<file path="config.mk">
export PLATFORM = sky130hd
export DESIGN_NAME = move_sched_flat
export DESIGN_NICKNAME = d
export VERILOG_FILES = /design/src/rtl/move_sched_pkg.sv /design/src/rtl/move_sched_if.sv /design/src/rtl/move_sched_req_arb.sv /design/src/rtl/move_sched.sv /design/src/flat_wrapper.sv
export SDC_FILE = /design/constraint.sdc
export NUM_CORES = 1
export LEC_CHECK = 0
export ABC_AREA = 1
export CAP_MARGIN = 0
export CORE_MARGIN = 5
export CORE_UTILIZATION = 46
export CTS_BUF_LIST = sky130_fd_sc_hd__clkbuf_4 sky130_fd_sc_hd__clkbuf_8
export DETAILED_ROUTE_END_ITERATION = 8
export PLACE_DENSITY = 0.71
export SLEW_MARGIN = 20
export SYNTH_ARGS = -nofsm -noshare
export SYNTH_HDL_FRONTEND = slang
export SYNTH_SLANG_ARGS = --single-unit
export TNS_END_PERCENT = 30
</file>
<file path="constraint.sdc">
create_clock -name clk -period 1.9 [get_ports clk]
set_input_delay 0.38 -clock clk [delete_from_list [all_inputs] [get_ports clk]]
set_output_delay 0.38 -clock clk [all_outputs]
set_load 0.005 [all_outputs]
</file>
<file path="src/rtl/move_sched_pkg.sv">
// Shared definitions for the move scheduler: direction codes, FSM state
// encoding and the button priority helper.
package game_pkg;

  localparam logic [1:0] DIR_UP    = 2'd0;
  localparam logic [1:0] DIR_RIGHT = 2'd1;
  localparam logic [1:0] DIR_DOWN  = 2'd2;
  localparam logic [1:0] DIR_LEFT  = 2'd3;

  typedef enum logic [2:0] {
    S_IDLE  = 3'd0,
    S_INIT  = 3'd1,
    S_ISSUE = 3'd2,
    S_WAIT  = 3'd3,
    S_OVER  = 3'd4
  } state_e;

  // Lowest set request bit wins; the others are dropped.
  function automatic logic [1:0] lowest_dir(input logic [3:0] req);
    logic [1:0] d;
    d = DIR_UP;
    if (req[0])      d = DIR_UP;
    else if (req[1]) d = DIR_RIGHT;
    else if (req[2]) d = DIR_DOWN;
    else if (req[3]) d = DIR_LEFT;
    return d;
  endfunction

endpackage

</file>
<file path="src/rtl/move_sched_if.sv">
// Scheduler <-> board engine handshake: init/start pulses, held move
// direction, and the engine's done/stuck result.
interface move_sched_if;
  logic       init;
  logic       start;
  logic [1:0] dir;
  logic       done;
  logic       stuck;

  modport master (output init, output start, output dir, input done, input stuck);
  modport slave  (input init, input start, input dir, output done, output stuck);
endinterface

</file>
<file path="src/rtl/move_sched_req_arb.sv">
// Move request arbiter: pending slot > buttons > autoplay, evaluated only
// while the scheduler is idle. Optional 1-entry pending slot when
// MOVE_QUEUE_EN is defined.
module move_req_arb
  import game_pkg::*;
(
  input  logic       clk,
  input  logic       rst,
  input  logic [3:0] btn_req_i,
  input  logic       auto_en_i,
  input  logic       auto_valid_i,
  input  logic [1:0] auto_dir_i,
  input  logic       busy_i,
  input  logic       idle_i,
  input  logic       new_game_i,
  input  logic       flush_i,
  output logic       sel_valid_o,
  output logic [1:0] sel_dir_o,
  output logic       auto_ready_o
);

  logic       pend_v;
  logic [1:0] pend_dir;
  logic       btn_any;

  assign btn_any = |btn_req_i;

`ifdef MOVE_QUEUE_EN
  logic       pend_v_q, pend_v_d;
  logic [1:0] pend_dir_q, pend_dir_d;
  logic       take;

  // The slot can only be consumed in IDLE, and capture only happens while
  // busy, so take and capture never coincide.
  assign take = idle_i & sel_valid_o;

  // Pending slot next-state: flush > take > first capture while busy
  always_comb begin
    pend_v_d   = pend_v_q;
    pend_dir_d = pend_dir_q;
    if (flush_i) begin
      pend_v_d = 1'b0;
    end else if (take) begin
      pend_v_d = 1'b0;
    end else if (busy_i && !pend_v_q && btn_any) begin
      pend_v_d   = 1'b1;
      pend_dir_d = lowest_dir(btn_req_i);
    end
  end

  // Pending slot register
  always_ff @(posedge clk) begin
    if (rst) begin
      pend_v_q   <= 1'b0;
      pend_dir_q <= DIR_UP;
    end else begin
      pend_v_q   <= pend_v_d;
      pend_dir_q <= pend_dir_d;
    end
  end

  assign pend_v   = pend_v_q;
  assign pend_dir = pend_dir_q;
`else
  logic unused_ok;
  assign unused_ok = &{1'b0, clk, rst, busy_i, flush_i};
  assign pend_v    = 1'b0;
  assign pend_dir  = DIR_UP;
`endif

  assign auto_ready_o = idle_i & auto_en_i & ~pend_v & ~btn_any & ~new_game_i;
  assign sel_valid_o  = idle_i & ~new_game_i &
                        (pend_v | btn_any | (auto_valid_i & auto_ready_o));
  assign sel_dir_o    = pend_v  ? pend_dir :
                        btn_any ? lowest_dir(btn_req_i) : auto_dir_i;

endmodule

</file>
<file path="src/rtl/move_sched.sv">
// 2048 move scheduler: arbitrates move requests, issues one move at a time
// to the board engine, runs the per-move watchdog, counts moves and latches
// game-over. Optional pending-move slot enabled by MOVE_QUEUE_EN.
module move_sched
  import game_pkg::*;
#(
  parameter int unsigned TIMEOUT_CYC = 1024,
  parameter int unsigned CNT_W       = 16
) (
  input  logic             clk,
  input  logic             rst,
  input  logic             new_game_i,
  input  logic [3:0]       btn_req_i,
  input  logic             auto_en_i,
  input  logic             auto_valid_i,
  input  logic [1:0]       auto_dir_i,
  output logic             auto_ready_o,
  move_sched_if.master     eng,
  output logic             busy_o,
  output logic             game_over_o,
  output logic             timeout_o,
  output logic [CNT_W-1:0] move_count_o
);

  localparam int unsigned WD_W = $clog2(TIMEOUT_CYC);
  localparam logic [WD_W-1:0] WD_LAST = WD_W'(TIMEOUT_CYC - 1);

  state_e           state_q, state_d;
  logic [1:0]       dir_q, dir_d;
  logic             init_q, init_d;
  logic [CNT_W-1:0] cnt_q, cnt_d;
  logic             over_q, over_d;
  logic             tmo_q, tmo_d;
  logic [WD_W-1:0]  wd_q, wd_d;

  logic             idle;
  logic             sel_valid;
  logic [1:0]       sel_dir;
  logic             enter_init;
  logic             flush;

  assign idle = (state_q == S_IDLE);

  move_req_arb u_arb (
    .clk          (clk),
    .rst          (rst),
    .btn_req_i    (btn_req_i),
    .auto_en_i    (auto_en_i),
    .auto_valid_i (auto_valid_i),
    .auto_dir_i   (auto_dir_i),
    .busy_i       (busy_o),
    .idle_i       (idle),
    .new_game_i   (new_game_i),
    .flush_i      (flush),
    .sel_valid_o  (sel_valid),
    .sel_dir_o    (sel_dir),
    .auto_ready_o (auto_ready_o)
  );

  // Next state, watchdog, counters and flags
  always_comb begin
    state_d = state_q;
    dir_d   = dir_q;
    cnt_d   = cnt_q;
    over_d  = over_q;
    tmo_d   = tmo_q;
    wd_d    = wd_q;
    init_d  = 1'b0;
    unique case (state_q)
      S_IDLE: begin
        if (new_game_i) begin
          state_d = S_INIT;
        end else if (sel_valid) begin
          state_d = S_ISSUE;
          dir_d   = sel_dir;
        end
      end
      S_INIT: begin
        if (eng.done) state_d = S_IDLE;
      end
      S_ISSUE: begin
        wd_d    = '0;
        state_d = new_game_i ? S_INIT : S_WAIT;
      end
      S_WAIT: begin
        if (new_game_i) begin
          state_d = S_INIT;
        end else if (eng.done) begin
          if (eng.stuck) begin
            over_d  = 1'b1;
            state_d = S_OVER;
          end else begin
            if (cnt_q != '1) cnt_d = cnt_q + CNT_W'(1);
            state_d = S_IDLE;
          end
        end else if (wd_q == WD_LAST) begin
          tmo_d   = 1'b1;
          state_d = S_IDLE;
        end else begin
          wd_d = wd_q + WD_W'(1);
        end
      end
      S_OVER: begin
        if (new_game_i) state_d = S_INIT;
      end
      default: state_d = S_IDLE;
    endcase
    // Board state is wiped on the transition into INIT so eng_init and the
    // cleared status appear together on the first INIT cycle.
    enter_init = (state_d == S_INIT) && (state_q != S_INIT);
    if (enter_init) begin
      init_d = 1'b1;
      cnt_d  = '0;
      over_d = 1'b0;
    end
    flush = enter_init || ((state_d == S_OVER) && (state_q != S_OVER));
  end

  // State and status registers
  always_ff @(posedge clk) begin
    if (rst) begin
      state_q <= S_IDLE;
      dir_q   <= DIR_UP;
      init_q  <= 1'b0;
      cnt_q   <= '0;
      over_q  <= 1'b0;
      tmo_q   <= 1'b0;
      wd_q    <= '0;
    end else begin
      state_q <= state_d;
      dir_q   <= dir_d;
      init_q  <= init_d;
      cnt_q   <= cnt_d;
      over_q  <= over_d;
      tmo_q   <= tmo_d;
      wd_q    <= wd_d;
    end
  end

  assign eng.init     = init_q;
  assign eng.start    = (state_q == S_ISSUE);
  assign eng.dir      = dir_q;
  assign busy_o       = (state_q == S_INIT) || (state_q == S_ISSUE) || (state_q == S_WAIT);
  assign game_over_o  = over_q;
  assign timeout_o    = tmo_q;
  assign move_count_o = cnt_q;

endmodule

</file>
<file path="src/flat_wrapper.sv">
// flat-port wrapper written by rule: the top's interface ports become plain ports
module move_sched_flat import game_pkg::*;
#(
  parameter int unsigned TIMEOUT_CYC = 1024,
  parameter int unsigned CNT_W       = 16
)
  (clk, rst, new_game_i, btn_req_i, auto_en_i, auto_valid_i, auto_dir_i, auto_ready_o, busy_o, game_over_o, timeout_o, move_count_o, eng_init, eng_start, eng_dir, eng_done, eng_stuck);
  move_sched_if eng_i ();
  input  logic clk;
  input  logic rst;
  input  logic new_game_i;
  input  logic [3:0] btn_req_i;
  input  logic auto_en_i;
  input  logic auto_valid_i;
  input  logic [1:0] auto_dir_i;
  output logic auto_ready_o;
  output logic busy_o;
  output logic game_over_o;
  output logic timeout_o;
  output logic [CNT_W-1:0] move_count_o;
  output wire logic [$bits(eng_i.init)-1:0] eng_init;
  output wire logic [$bits(eng_i.start)-1:0] eng_start;
  output wire logic [$bits(eng_i.dir)-1:0] eng_dir;
  input wire logic [$bits(eng_i.done)-1:0] eng_done;
  input wire logic [$bits(eng_i.stuck)-1:0] eng_stuck;
  assign eng_init = eng_i.init;
  assign eng_start = eng_i.start;
  assign eng_dir = eng_i.dir;
  assign eng_i.done = eng_done;
  assign eng_i.stuck = eng_stuck;
  move_sched #(.TIMEOUT_CYC(TIMEOUT_CYC), .CNT_W(CNT_W)) u_core (.clk(clk), .rst(rst), .new_game_i(new_game_i), .btn_req_i(btn_req_i), .auto_en_i(auto_en_i), .auto_valid_i(auto_valid_i), .auto_dir_i(auto_dir_i), .auto_ready_o(auto_ready_o), .eng(eng_i), .busy_o(busy_o), .game_over_o(game_over_o), .timeout_o(timeout_o), .move_count_o(move_count_o));
endmodule
</file>
==> run summary, run 1 <==
r2r setup slk: 0.20 ns
worst hold slack: 0.467 ns
Syn-to-layout area delta: 33.4%
Initial DRC Count: 54
critical path fanouts, max: 3
DIE AREA: 0.00614 mm²
H-tree Lvls: 2
status: finished, final reports clean
Initial Util: 48.4%
core footprint: 0.00444 mm²
Num CTS Buffers: 5
Slew @ Worst Pin: 0.429 ns
final hold vios: 0
Clock Skews: 0.0126 ns
largest net degree at the start of global routing: 14
Peak Freq: 551 MHz
global route total overflow: 0
Worst Reg-to-Reg Cells: 12
Vias/cell: 4.87
# rows: 24
synthesized flop and latch total: 34
post-layout util: 64.5%
RSZ-0062 raised after global routing: false
clk sinks: 34
share of cells above drive strength 1: 18.8%
post-synth top area cell: dfxtp_1
PD cells: 547 mW/mm²
DRT Wirelength: 4.85 mm
min Tclk post-route: 1.82 ns
clk root buf: clkbuf_8
crit path kind: flop to primary output
vias in the first global route: 1960
CP arrival: 1.44 ns
Worst Setup Start Kind: flop
routed len/inst: 11.1 µm
post-synthesis cell area: 0.00215 mm²
synth top area cells: dfxtp_1 32%, nand2_1 15%, inv_1 7.7%
DR pass1 iterations: 5
antenna violations before repair: 0
most frequent cells in the layout: 86 x nand2_1, 43 x inv_1, 37 x nor2_1
CP endpoint kind: primary output
Worst Setup EP: busy_o
DRT antenna net count: 0
commonest non-fill, non-tap cell in the layout: nand2_1
post-synth top area share: 31.7%
Reg clk slew, reported paths: 0.06 ns
Setup crit start: u_core.state_q[0]$_SDFF_PP0_
Worst VDD drop: 0.000577 V
antenna cells: 0
# fillers: 387
# DRC: 0
via count: 2117
Post-Syn Area per Cell: 6.76 µm²
Worst Path Required: 1.52 ns
Worst R2R Start: u_core.wd_q[0]$_SDFFE_PP0P_
Max transition margin: 71.2%
synth warn: 0
first-pass GRT wire length: 8.17 mm
post-synth cell types: 35
IO Count: 37
RePlAce Congestion: 0.903
Multi-input gate area: 0.00125 mm²
DIE HEIGHT: 78.4 µm
MaxCap Viol Count: 0
reg2reg end: u_core.move_count_o[3]$_SDFFE_PP0P_
DPL Wire Length: 3.78 mm
Port Buf Inserts: 36
fin area: 0.00287 mm²
Final #Nets: 397
FF/Latch Area: 681 µm²
worst min path class: flop to flop
Place WS: -0.340 ns
count of final max-slew check failures: 0
fin worst setup slack: 0.0849 ns
Tot GR Track Use: 16.4%
Post-Syn Nets: 333
CTS Buffer Depth: 2
die width: 78.4 µm
Mapped Cells: 318
Leak Pwr: 1.11 nW
clk_lat worst skew: 0.29 ns
Finish-stage setup viols: 0
CTS tree: yes
crit share post-route: 95.5%
placed instance area: 0.00273 mm²
TNS Setup: 0 ns
register area share after synthesis: 31.7%
kinds of logic after synthesis:
| group | Yosys count | synth area share (%) |
|---|---|---|
| AOI/OAI and AO/OA | 33 | 9.14 |
| buffers and inverters | 52 | 10.7 |
| xor gates and xnor gates | 15 | 6.11 |
| and+or+nand+nor | 182 | 41.2 |
| adders and majority gates | 2 | 1.16 |
| DFF | 34 | 31.7 |
critical path: stages (launching register included):
cell and delay [ns]:
dfxtp_1 0.33, nor2_1 0.07, buf_4 0.14, nor2_1 0.09, clkdlybuf4s50_1 0.53
final cells by class:
type	count	area share, %
Clock buffer	6	2.88
Timing Repair Buffer	62	20.8
Sequential cell	34	23.7
Multi-Input combinational cell	232	43.8
Inverter	47	6.15
Tap cell	52	2.27
Clock inverter	2	0.436
worst min path at each step:
stage                                         startpoint                             end  cells after the start
after global routing      u_core.eng.dir[1]$_SDFFE_PP0P_  u_core.eng.dir[1]$_SDFFE_PP0P_                      2
after detailed placement   u_core.timeout_o$_SDFFE_PP0P_   u_core.timeout_o$_SDFFE_PP0P_                      1
final                     u_core.eng.dir[1]$_SDFFE_PP0P_  u_core.eng.dir[1]$_SDFFE_PP0P_                      2
after global placement     u_core.timeout_o$_SDFFE_PP0P_   u_core.timeout_o$_SDFFE_PP0P_                      1
after CTS                 u_core.eng.dir[1]$_SDFFE_PP0P_  u_core.eng.dir[1]$_SDFFE_PP0P_                      2
after floorplan                                      rst     u_core.wd_q[1]$_SDFFE_PP0P_                      1
Yosys cell counts:
cell type,n
nor3_1,6
o21a_1,1
buf_4,1
nand3_4,1
nand3b_1,1
inv_2,3
inv_1,44
a311oi_1,1
xor2_1,10
nand4_1,5
nor2_2,7
o21ai_0,7
nor3_4,1
dfxtp_1,34
a31oi_1,1
a21boi_1,1
ha_1,2
buf_12,1
a21oi_1,15
o21bai_1,1
xnor2_1,5
a21oi_2,1
nand3_2,4
nor4b_1,1
o311ai_0,1
o21ai_1,3
nor2_4,8
nor2_1,38
clkbuf_1,1
nand2_1,86
a21oi_4,1
nand3_1,16
nand2_2,7
nand2_4,1
buf_6,2
where the power goes:
part | switching [mW] | total, mW | internal [mW]
sequential | 0.00458 | 0.727 | 0.722
combinational | 0.136 | 0.270 | 0.134
clock | 0.280 | 0.572 | 0.291
metal layers:
metal / share of wire [%] / wire length [µm] / GRT usage [%] / vias up
met5: 0 / 0 / 0 / -
met4: 2.0 / 99 / 8.22 / 0
met3: 6.4 / 312 / 4.69 / 9
met2: 48 / 2350 / 28.5 / 54
met1: 43 / 2090 / 18.2 / 933
li1: - / - / - / 1121
stage by stage:
step / power [mW] / instances
after global routing: 1.64 / 435
final: 1.57 / 435
after global placement: 1.00 / 424
after CTS: 1.58 / 432
after floorplan: 0.877 / 318
after detailed placement: 1.00 / 424
timing repair:
action,in CTS,in global routing
setup endpoints to repair,2,2
hold buffers,0,0
pin swaps,1,2
setup buffers,0,3
cloned,0,0
gates resized for setup,6,5
registers in the layout (all words and copies together), names as in the netlist:
register	count
u_core.timeout_o	1
u_core.wd_q	10
u_core.eng.init	1
u_core.eng.dir	2
u_core.state_q	3
u_core.game_over_o	1
u_core.move_count_o	16
(Power assumes the default switching activity.)
==> run 2: changes to the inputs <==
--- a/config.mk
+++ b/config.mk
@@ -6,7 +6,6 @@
 export NUM_CORES = 1
 export LEC_CHECK = 0
 export ABC_AREA = 1
-export CAP_MARGIN = 0
 export CORE_MARGIN = 5
 export CORE_UTILIZATION = 46
 export CTS_BUF_LIST = sky130_fd_sc_hd__clkbuf_4 sky130_fd_sc_hd__clkbuf_8
==> results of run 2 <==
No change in the layout: final DEF, timing and power equal those of run 1.
